[config.mk]
export PLATFORM = sky130hd
export DESIGN_NAME = joystick_nav_decoder
export DESIGN_NICKNAME = d
export VERILOG_FILES = /design/src/rtl/joystick_nav_pkg.sv /design/src/rtl/joystick_axis_fsm.sv /design/src/rtl/joystick_nav_decoder.sv
export SDC_FILE = /design/constraint.sdc
export NUM_CORES = 1
export LEC_CHECK = 0
export BUFFER_PORTS_ARGS = -buffer_cell sky130_fd_sc_hd__buf_2
export CAP_MARGIN = 20
export CORE_AREA = 2 2 94 73
export CTS_CLUSTER_DIAMETER = 50
export DETAILED_ROUTE_END_ITERATION = 12
export DIE_AREA = 0 0 96 75
export GPL_TIMING_DRIVEN = 0
export PLACE_DENSITY = 0.74
export REMOVE_ABC_BUFFERS = 1
export SLEW_MARGIN = 20
export SYNTH_ARGS = -nofsm -noshare
export SYNTH_HDL_FRONTEND = slang
export SYNTH_SLANG_ARGS = --single-unit
[constraint.sdc]
create_clock -name clk -period 2.3 [get_ports clk]
set_input_delay 0.115 -clock clk [delete_from_list [all_inputs] [get_ports clk]]
set_output_delay 0.115 -clock clk [all_outputs]
set_load 0.005 [all_outputs]
[src/rtl/joystick_nav_pkg.sv]
// Shared types and default constants for the joystick navigation decoder.
package joystick_nav_pkg;

    // Per-axis controller state
    typedef enum logic [1:0] {
        ST_IDLE   = 2'd0,
        ST_HOLD   = 2'd1,
        ST_FIRE   = 2'd2,
        ST_REPEAT = 2'd3
    } axis_state_t;

    // Latched deflection direction
    typedef enum logic {
        DIR_NEG = 1'b0,
        DIR_POS = 1'b1
    } axis_dir_t;

    // Sample classification against the dead zone and its hysteresis window
    typedef enum logic [1:0] {
        CLS_CENTRE = 2'd0,
        CLS_BAND   = 2'd1,
        CLS_NEG    = 2'd2,
        CLS_POS    = 2'd3
    } axis_class_t;

    localparam int unsigned DEF_N_AXES        = 2;
    localparam int unsigned DEF_ADC_W         = 10;
    localparam int unsigned DEF_DZ_LOW        = 400;
    localparam int unsigned DEF_DZ_HIGH       = 600;
    localparam int unsigned DEF_HYST          = 16;
    localparam int unsigned DEF_HOLD_CYCLES   = 5000;
    localparam int unsigned DEF_REPEAT_DELAY  = 500000;
    localparam int unsigned DEF_REPEAT_PERIOD = 100000;
    localparam int unsigned DEF_CNT_W         = 20;

    // Classify a sample: outside the dead zone is a direction, inside the
    // shrunken window is centre, anything in between is the hysteresis band.
    function automatic axis_class_t classify_sample(
        input int unsigned sample,
        input int unsigned dz_low,
        input int unsigned dz_high,
        input int unsigned hyst
    );
        axis_class_t cls;
        if (sample < dz_low) begin
            cls = CLS_NEG;
        end else if (sample > dz_high) begin
            cls = CLS_POS;
        end else if ((sample >= dz_low + hyst) && (sample + hyst <= dz_high)) begin
            cls = CLS_CENTRE;
        end else begin
            cls = CLS_BAND;
        end
        return cls;
    endfunction

endpackage

[src/rtl/joystick_axis_fsm.sv]
// One joystick axis: classifier, hold/fire/repeat FSM, counter and
// registered pulse outputs.
module joystick_axis_fsm
    import joystick_nav_pkg::*;
#(
    parameter int unsigned ADC_W         = DEF_ADC_W,
    parameter int unsigned DZ_LOW        = DEF_DZ_LOW,
    parameter int unsigned DZ_HIGH       = DEF_DZ_HIGH,
    parameter int unsigned HYST          = DEF_HYST,
    parameter int unsigned HOLD_CYCLES   = DEF_HOLD_CYCLES,
    parameter int unsigned REPEAT_DELAY  = DEF_REPEAT_DELAY,
    parameter int unsigned REPEAT_PERIOD = DEF_REPEAT_PERIOD,
    parameter int unsigned CNT_W         = DEF_CNT_W
) (
    input  logic             clk,
    input  logic             rst_n,
    input  logic [ADC_W-1:0] i_sample,
    input  logic             i_repeat_en,
    output logic             o_pulse_neg,
    output logic             o_pulse_pos,
    output logic             o_held_neg,
    output logic             o_held_pos
);

    localparam logic [CNT_W-1:0] HOLD_MAX   = CNT_W'(HOLD_CYCLES);
    localparam logic [CNT_W-1:0] DELAY_MAX  = CNT_W'(REPEAT_DELAY);
    localparam logic [CNT_W-1:0] PERIOD_MAX = CNT_W'(REPEAT_PERIOD);
    localparam logic [CNT_W-1:0] CNT_ONE    = CNT_W'(1);
    localparam longint unsigned  CNT_LIMIT  = 64'd1 << CNT_W;

    // Reject illegal parameter sets at elaboration
    if (longint'(DZ_LOW) + 2 * longint'(HYST) > longint'(DZ_HIGH)) begin : g_err_window
        $error("joystick_axis_fsm: hysteresis window is empty");
    end
    if (longint'(DZ_HIGH) >= (64'd1 << ADC_W)) begin : g_err_dz_high
        $error("joystick_axis_fsm: DZ_HIGH does not fit in ADC_W bits");
    end
    if ((HOLD_CYCLES < 1) || (REPEAT_PERIOD < 1)) begin : g_err_min
        $error("joystick_axis_fsm: HOLD_CYCLES and REPEAT_PERIOD must be >= 1");
    end
    if ((longint'(HOLD_CYCLES) >= CNT_LIMIT) || (longint'(REPEAT_DELAY) >= CNT_LIMIT) ||
        (longint'(REPEAT_PERIOD) >= CNT_LIMIT)) begin : g_err_cnt
        $error("joystick_axis_fsm: CNT_W too narrow for the configured counts");
    end

    axis_state_t      r_state;
    axis_dir_t        r_dir;
    logic [CNT_W-1:0] r_cnt;
    logic             r_pulse_neg;
    logic             r_pulse_pos;

    axis_class_t w_cls;
    logic        w_centre;
    logic        w_opposite;
    logic        w_qualified;

    assign w_cls      = classify_sample(32'(i_sample), DZ_LOW, DZ_HIGH, HYST);
    assign w_centre   = (w_cls == CLS_CENTRE);
    assign w_opposite = ((w_cls == CLS_NEG) && (r_dir == DIR_POS)) ||
                        ((w_cls == CLS_POS) && (r_dir == DIR_NEG));

    // Per-axis FSM: centre beats everything, a flip beats any pulse event
    always_ff @(posedge clk or negedge rst_n) begin
        if (!rst_n) begin
            r_state     <= ST_IDLE;
            r_dir       <= DIR_NEG;
            r_cnt       <= '0;
            r_pulse_neg <= 1'b0;
            r_pulse_pos <= 1'b0;
        end else begin
            r_pulse_neg <= 1'b0;
            r_pulse_pos <= 1'b0;
            case (r_state)
                ST_IDLE: begin
                    if ((w_cls == CLS_NEG) || (w_cls == CLS_POS)) begin
                        r_state <= ST_HOLD;
                        r_dir   <= (w_cls == CLS_POS) ? DIR_POS : DIR_NEG;
                        r_cnt   <= '0;
                    end
                end
                ST_HOLD: begin
                    if (w_centre) begin
                        r_state <= ST_IDLE;
                        r_cnt   <= '0;
                    end else if (w_opposite) begin
                        r_dir <= (r_dir == DIR_NEG) ? DIR_POS : DIR_NEG;
                        r_cnt <= '0;
                    end else if (r_cnt == HOLD_MAX) begin
                        r_pulse_neg <= (r_dir == DIR_NEG);
                        r_pulse_pos <= (r_dir == DIR_POS);
                        r_state     <= ST_FIRE;
                        r_cnt       <= '0;
                    end else begin
                        r_cnt <= r_cnt + CNT_ONE;
                    end
                end
                ST_FIRE: begin
                    if (w_centre) begin
                        r_state <= ST_IDLE;
                        r_cnt   <= '0;
                    end else if (w_opposite) begin
                        r_state <= ST_HOLD;
                        r_dir   <= (r_dir == DIR_NEG) ? DIR_POS : DIR_NEG;
                        r_cnt   <= '0;
                    end else if (!i_repeat_en) begin
                        r_cnt <= '0;
                    end else if (r_cnt == DELAY_MAX) begin
                        r_pulse_neg <= (r_dir == DIR_NEG);
                        r_pulse_pos <= (r_dir == DIR_POS);
                        r_state     <= ST_REPEAT;
                        r_cnt       <= '0;
                    end else begin
                        r_cnt <= r_cnt + CNT_ONE;
                    end
                end
                ST_REPEAT: begin
                    if (w_centre) begin
                        r_state <= ST_IDLE;
                        r_cnt   <= '0;
                    end else if (w_opposite) begin
                        r_state <= ST_HOLD;
                        r_dir   <= (r_dir == DIR_NEG) ? DIR_POS : DIR_NEG;
                        r_cnt   <= '0;
                    end else if (!i_repeat_en) begin
                        r_state <= ST_FIRE;
                        r_cnt   <= '0;
                    end else if (r_cnt == PERIOD_MAX) begin
                        r_pulse_neg <= (r_dir == DIR_NEG);
                        r_pulse_pos <= (r_dir == DIR_POS);
                        r_cnt       <= '0;
                    end else begin
                        r_cnt <= r_cnt + CNT_ONE;
                    end
                end
                default: begin
                    r_state <= ST_IDLE;
                    r_cnt   <= '0;
                end
            endcase
        end
    end

    // Held levels are a pure decode of registered state and direction
    assign w_qualified = (r_state == ST_FIRE) || (r_state == ST_REPEAT);
    assign o_held_neg  = w_qualified && (r_dir == DIR_NEG);
    assign o_held_pos  = w_qualified && (r_dir == DIR_POS);
    assign o_pulse_neg = r_pulse_neg;
    assign o_pulse_pos = r_pulse_pos;

endmodule

[src/rtl/joystick_nav_decoder.sv]
// N-axis joystick to navigation pulse decoder: slices the sample bus and
// runs one independent axis controller per axis.
module joystick_nav_decoder
    import joystick_nav_pkg::*;
#(
    parameter int unsigned N_AXES        = DEF_N_AXES,
    parameter int unsigned ADC_W         = DEF_ADC_W,
    parameter int unsigned DZ_LOW        = DEF_DZ_LOW,
    parameter int unsigned DZ_HIGH       = DEF_DZ_HIGH,
    parameter int unsigned HYST          = DEF_HYST,
    parameter int unsigned HOLD_CYCLES   = DEF_HOLD_CYCLES,
    parameter int unsigned REPEAT_DELAY  = DEF_REPEAT_DELAY,
    parameter int unsigned REPEAT_PERIOD = DEF_REPEAT_PERIOD,
    parameter int unsigned CNT_W         = DEF_CNT_W
) (
    input  logic                    clk,
    input  logic                    rst_n,
    input  logic [N_AXES*ADC_W-1:0] i_axis_in,
    input  logic                    i_repeat_en,
    output logic [N_AXES-1:0]       o_pulse_neg,
    output logic [N_AXES-1:0]       o_pulse_pos,
    output logic [N_AXES-1:0]       o_held_neg,
    output logic [N_AXES-1:0]       o_held_pos
);

    // One controller per axis; axes share only clock, reset and repeat_en
    for (genvar gi = 0; gi < N_AXES; gi++) begin : g_axis
        joystick_axis_fsm #(
            .ADC_W        (ADC_W),
            .DZ_LOW       (DZ_LOW),
            .DZ_HIGH      (DZ_HIGH),
            .HYST         (HYST),
            .HOLD_CYCLES  (HOLD_CYCLES),
            .REPEAT_DELAY (REPEAT_DELAY),
            .REPEAT_PERIOD(REPEAT_PERIOD),
            .CNT_W        (CNT_W)
        ) u_axis (
            .clk        (clk),
            .rst_n      (rst_n),
            .i_sample   (i_axis_in[gi*ADC_W +: ADC_W]),
            .i_repeat_en(i_repeat_en),
            .o_pulse_neg(o_pulse_neg[gi]),
            .o_pulse_pos(o_pulse_pos[gi]),
            .o_held_neg (o_held_neg[gi]),
            .o_held_pos (o_held_pos[gi])
        );
    end

endmodule
==> out/metrics.yaml <==
status:
  status: "finished, violations left"
  violations: "negative setup slack"
global_route:
  gr-total-overflow: 0
  grt_pass1_wl_um: 13700
  antenna_found_initial: 0
  grt_max_degree: 51
  grt_usage_pct: 24.4
  grt_pass1_vias: 2924
drt:
  vias: 3227
  drt_iter0_markers: 230
  drt_wl_total_um: 8010
  firstDrtPassIters: 4
  wl_per_cell_um: 15.3
  drc: 0
  vias_per_cell: 6.17
  antenna_left: 0
timing:
  layout_setup_ws_ns: -0.00824
  final_max_slew_viol_count: 0
  setup_viol: 1
  max_freq_ghz: 0.433
  min_period_ns: 2.31
  slew_headroom_pct: 45.3
  tightest_slew_ns: 0.814
  rsz0062_at_grt: "yes"
  fin_crit_sh_pct: 100
  fin_skew_ns: 0.00549
  hold_violations: 0
clocking:
  clkLatencyLatePin_ns: 0.31
  numCtsBuffers: 5
  clkSlewWorstSetupHoldPaths_ns: 0.10
  cts_tree: "done"
  root_buffer: "clkbuf_8"
  clockBufferDepth: 2
  clock-sinks: 50
  cts_max_level: 2
layout:
  antenna_cells: 0
  drive_above_1_share_pct: 18.8
  final_common_cell: "dfrtp_1"
  syn_to_final_growth_pct: 13.9
  final_cell_mix: "47 x dfrtp_1, 38 x nor2_1, 38 x nand2_1"
  layout.nets: 478
  postLayoutCoreUtil_pct: 65.6
  nFillCells: 524
setup_path:
  rr_startpoint: "g_axis[1].u_axis.r_cnt[17]"
  crit_required_ns: 2.53
  start_kind: "flop"
  cp.arrival_ns: 2.54
  slowest_stage: "dfrtp_2"
  r2r-end: "g_axis[1].u_axis.r_cnt[8]"
  worstSetupPathType: "reg -> reg"
  slowest_delay_ns: 0.44
  reg2reg_depth: 8
  reg2reg_setup_slack_ns: -0.008
  endpoint_kind: "flop"
  crit_fanout: 13
  crit_chain: "buf_4 -> and4b_1 -> and4_1 -> o21a_1 -> o32a_4 -> or2_4 -> or3_1 -> o21ai_0"
synth:
  yosys.area.top_type: "dfrtp_1"
  yosysSeqAreaShare_pct: 34.9
  ys_async_sr_fraction_pct: 100
  netlist_area_um2: 3590
  ys.flop_type: "dfrtp_1"
  synth_area_leaders: "dfrtp_1 35%, ha_1 4.9%, nand2_1 4.3%"
  synth.top_cell.area_share_pct: 34.9
  yosys_warnings: 0
  yosys.cell_types.count: 67
  syn_inst: 418
  synth.ff_latch_count: 50
  syn_area_per_cell_um2: 8.58
  synth_edf_count: 0
hold_path:
  holdPathStages: 3
  min_from: "i_axis_in[19]"
  min_path_type: "in -> reg"
  whs_endpoint: "g_axis[1].u_axis.r_dir"
run:
  cap_viol_max_count: 0
pwr:
  irDropWorstVdd_mv: 0.308
  p_leak_nw: 1.79
  powerDensity_nw_per_um2: 524
placed_design:
  portBuffers: 30
  gp_congestion: 0.911
  place_ws_ns: -0.350
  dp_hpwl_um: 5680
die:
  pin_count: 31
  die_area_um2: 7200
  die_x_um: 96
  core_um2: 6220
  initial_core_util_pct: 57.6
  die_y_um: 75
  rows: 25
power breakdown:
| group | switching [mW] | internal [mW] |
|---|---|---|
| clock | 0.323 | 0.324 |
| sequential | 0.0565 | 0.917 |
| combinational | 0.289 | 0.232 |
| total | 0.668 | 1.47 |
cells by family after synthesis:
family	Yosys count	share of synthesized area, %
AO/OA/AOI/OAI	86	17.4
AND/OR/NAND/NOR	197	30.0
flip-flops	50	34.9
adder cells (fa/ha/maj)	14	4.88
multiplexers	7	2.02
XOR/XNOR	20	4.88
buffers and inverters	44	5.93
worst max-delay path: cells and delay by family, from the launching register on:
kind                   cells  cell delay (ns)
AO/OA/AOI/OAI              3             0.52
buffers and inverters      1             0.16
flip-flops                 1             0.44
AND/OR/NAND/NOR            4             1.10
routing by layer:
| metal | vias to the layer above | wire, µm | global-route usage, % |
|---|---|---|---|
| li1 | 1571 | - | - |
| met1 | 1554 | 4020 | 36.4 |
| met2 | 92 | 3470 | 37.0 |
| met3 | 10 | 427 | 3.90 |
| met4 | 0 | 92 | 6.51 |
| met5 | - | 0 | 0 |
what timing repair did:
item	in CTS	in global routing
hold buffers	0	1
hold endpoints to repair	0	50
pin swaps	6	9
setup buffers	6	4
resized for setup	15	13
cloned	0	0
endpoints found under the setup margin	38	37
cell type report:
| type | count | area (µm²) | area share [%] |
|---|---|---|---|
| Clock buffer | 5 | 68.8 | 1.68 |
| Multi-Input combinational cell | 324 | 2270 | 55.7 |
| Inverter | 18 | 67.6 | 1.65 |
| Sequential cell | 50 | 1250 | 30.7 |
| Tap cell | 81 | 101 | 2.48 |
| Clock inverter | 3 | 45.0 | 1.10 |
| Timing Repair Buffer | 42 | 274 | 6.71 |
worst max path at each step:
stage                                     startpoint                    endpoint  slack [ns]
after CTS                  g_axis[0].u_axis.r_cnt[0]  g_axis[0].u_axis.r_cnt[11]     -0.0001
final                     g_axis[1].u_axis.r_cnt[17]   g_axis[1].u_axis.r_cnt[8]      -0.008
after global placement                 i_axis_in[14]   g_axis[1].u_axis.r_cnt[2]       -1.07
after detailed placement   g_axis[0].u_axis.r_cnt[0]   g_axis[0].u_axis.r_cnt[3]       -0.35
after global routing       g_axis[1].u_axis.r_cnt[0]  g_axis[1].u_axis.r_cnt[12]       -0.06
after floorplan                        i_axis_in[14]   g_axis[1].u_axis.r_cnt[2]       -0.09
cells in the mapped netlist (3+ instances only):
| cell | instances |
|---|---|
| nand4_1 | 13 |
| dfrtp_1 | 50 |
| a21o_1 | 6 |
| a21oi_1 | 13 |
| nor4b_1 | 5 |
| o21ai_0 | 21 |
| nor3_1 | 16 |
| and4_1 | 5 |
| and4b_1 | 5 |
| a211o_1 | 4 |
| buf_2 | 5 |
| mux2i_1 | 5 |
| nand2_1 | 41 |
| nor2b_1 | 6 |
| a31oi_1 | 3 |
| and2_1 | 3 |
| buf_4 | 9 |
| o211ai_1 | 4 |
| nor2_1 | 38 |
| a2bb2oi_1 | 3 |
| nand2b_1 | 3 |
| and3_1 | 10 |
| o311ai_1 | 4 |
| xor2_1 | 16 |
| ha_1 | 14 |
| nor4_1 | 3 |
| inv_1 | 18 |
| clkbuf_1 | 10 |
| xnor2_1 | 4 |
| nand3_1 | 25 |
| or3_1 | 10 |
state kept, by name, indices dropped and copies added (netlist names):
name                       flops
g_axis.u_axis.r_state          4
g_axis.u_axis.o_pulse_pos      2
g_axis.u_axis.r_dir            2
g_axis.u_axis.r_cnt           40
g_axis.u_axis.o_pulse_neg      2
through the flow:
step	power [mW]	std cells	setup TNS (ns)	instance area (µm²)	hold WS (ns)
global placement	1.37	503	-22.27	3690	0.382
CTS	2.09	518	-0.000137	3970	0.0660
finish	2.14	523	-0.00824	4090	0.136
global route	2.24	523	-0.332	4090	0.196
floorplan	1.24	392	-0.406	3440	-0.181
detailed placement	1.39	504	-7.23	3710	0.407
Note: power is estimated with default switching activity, not from simulation.
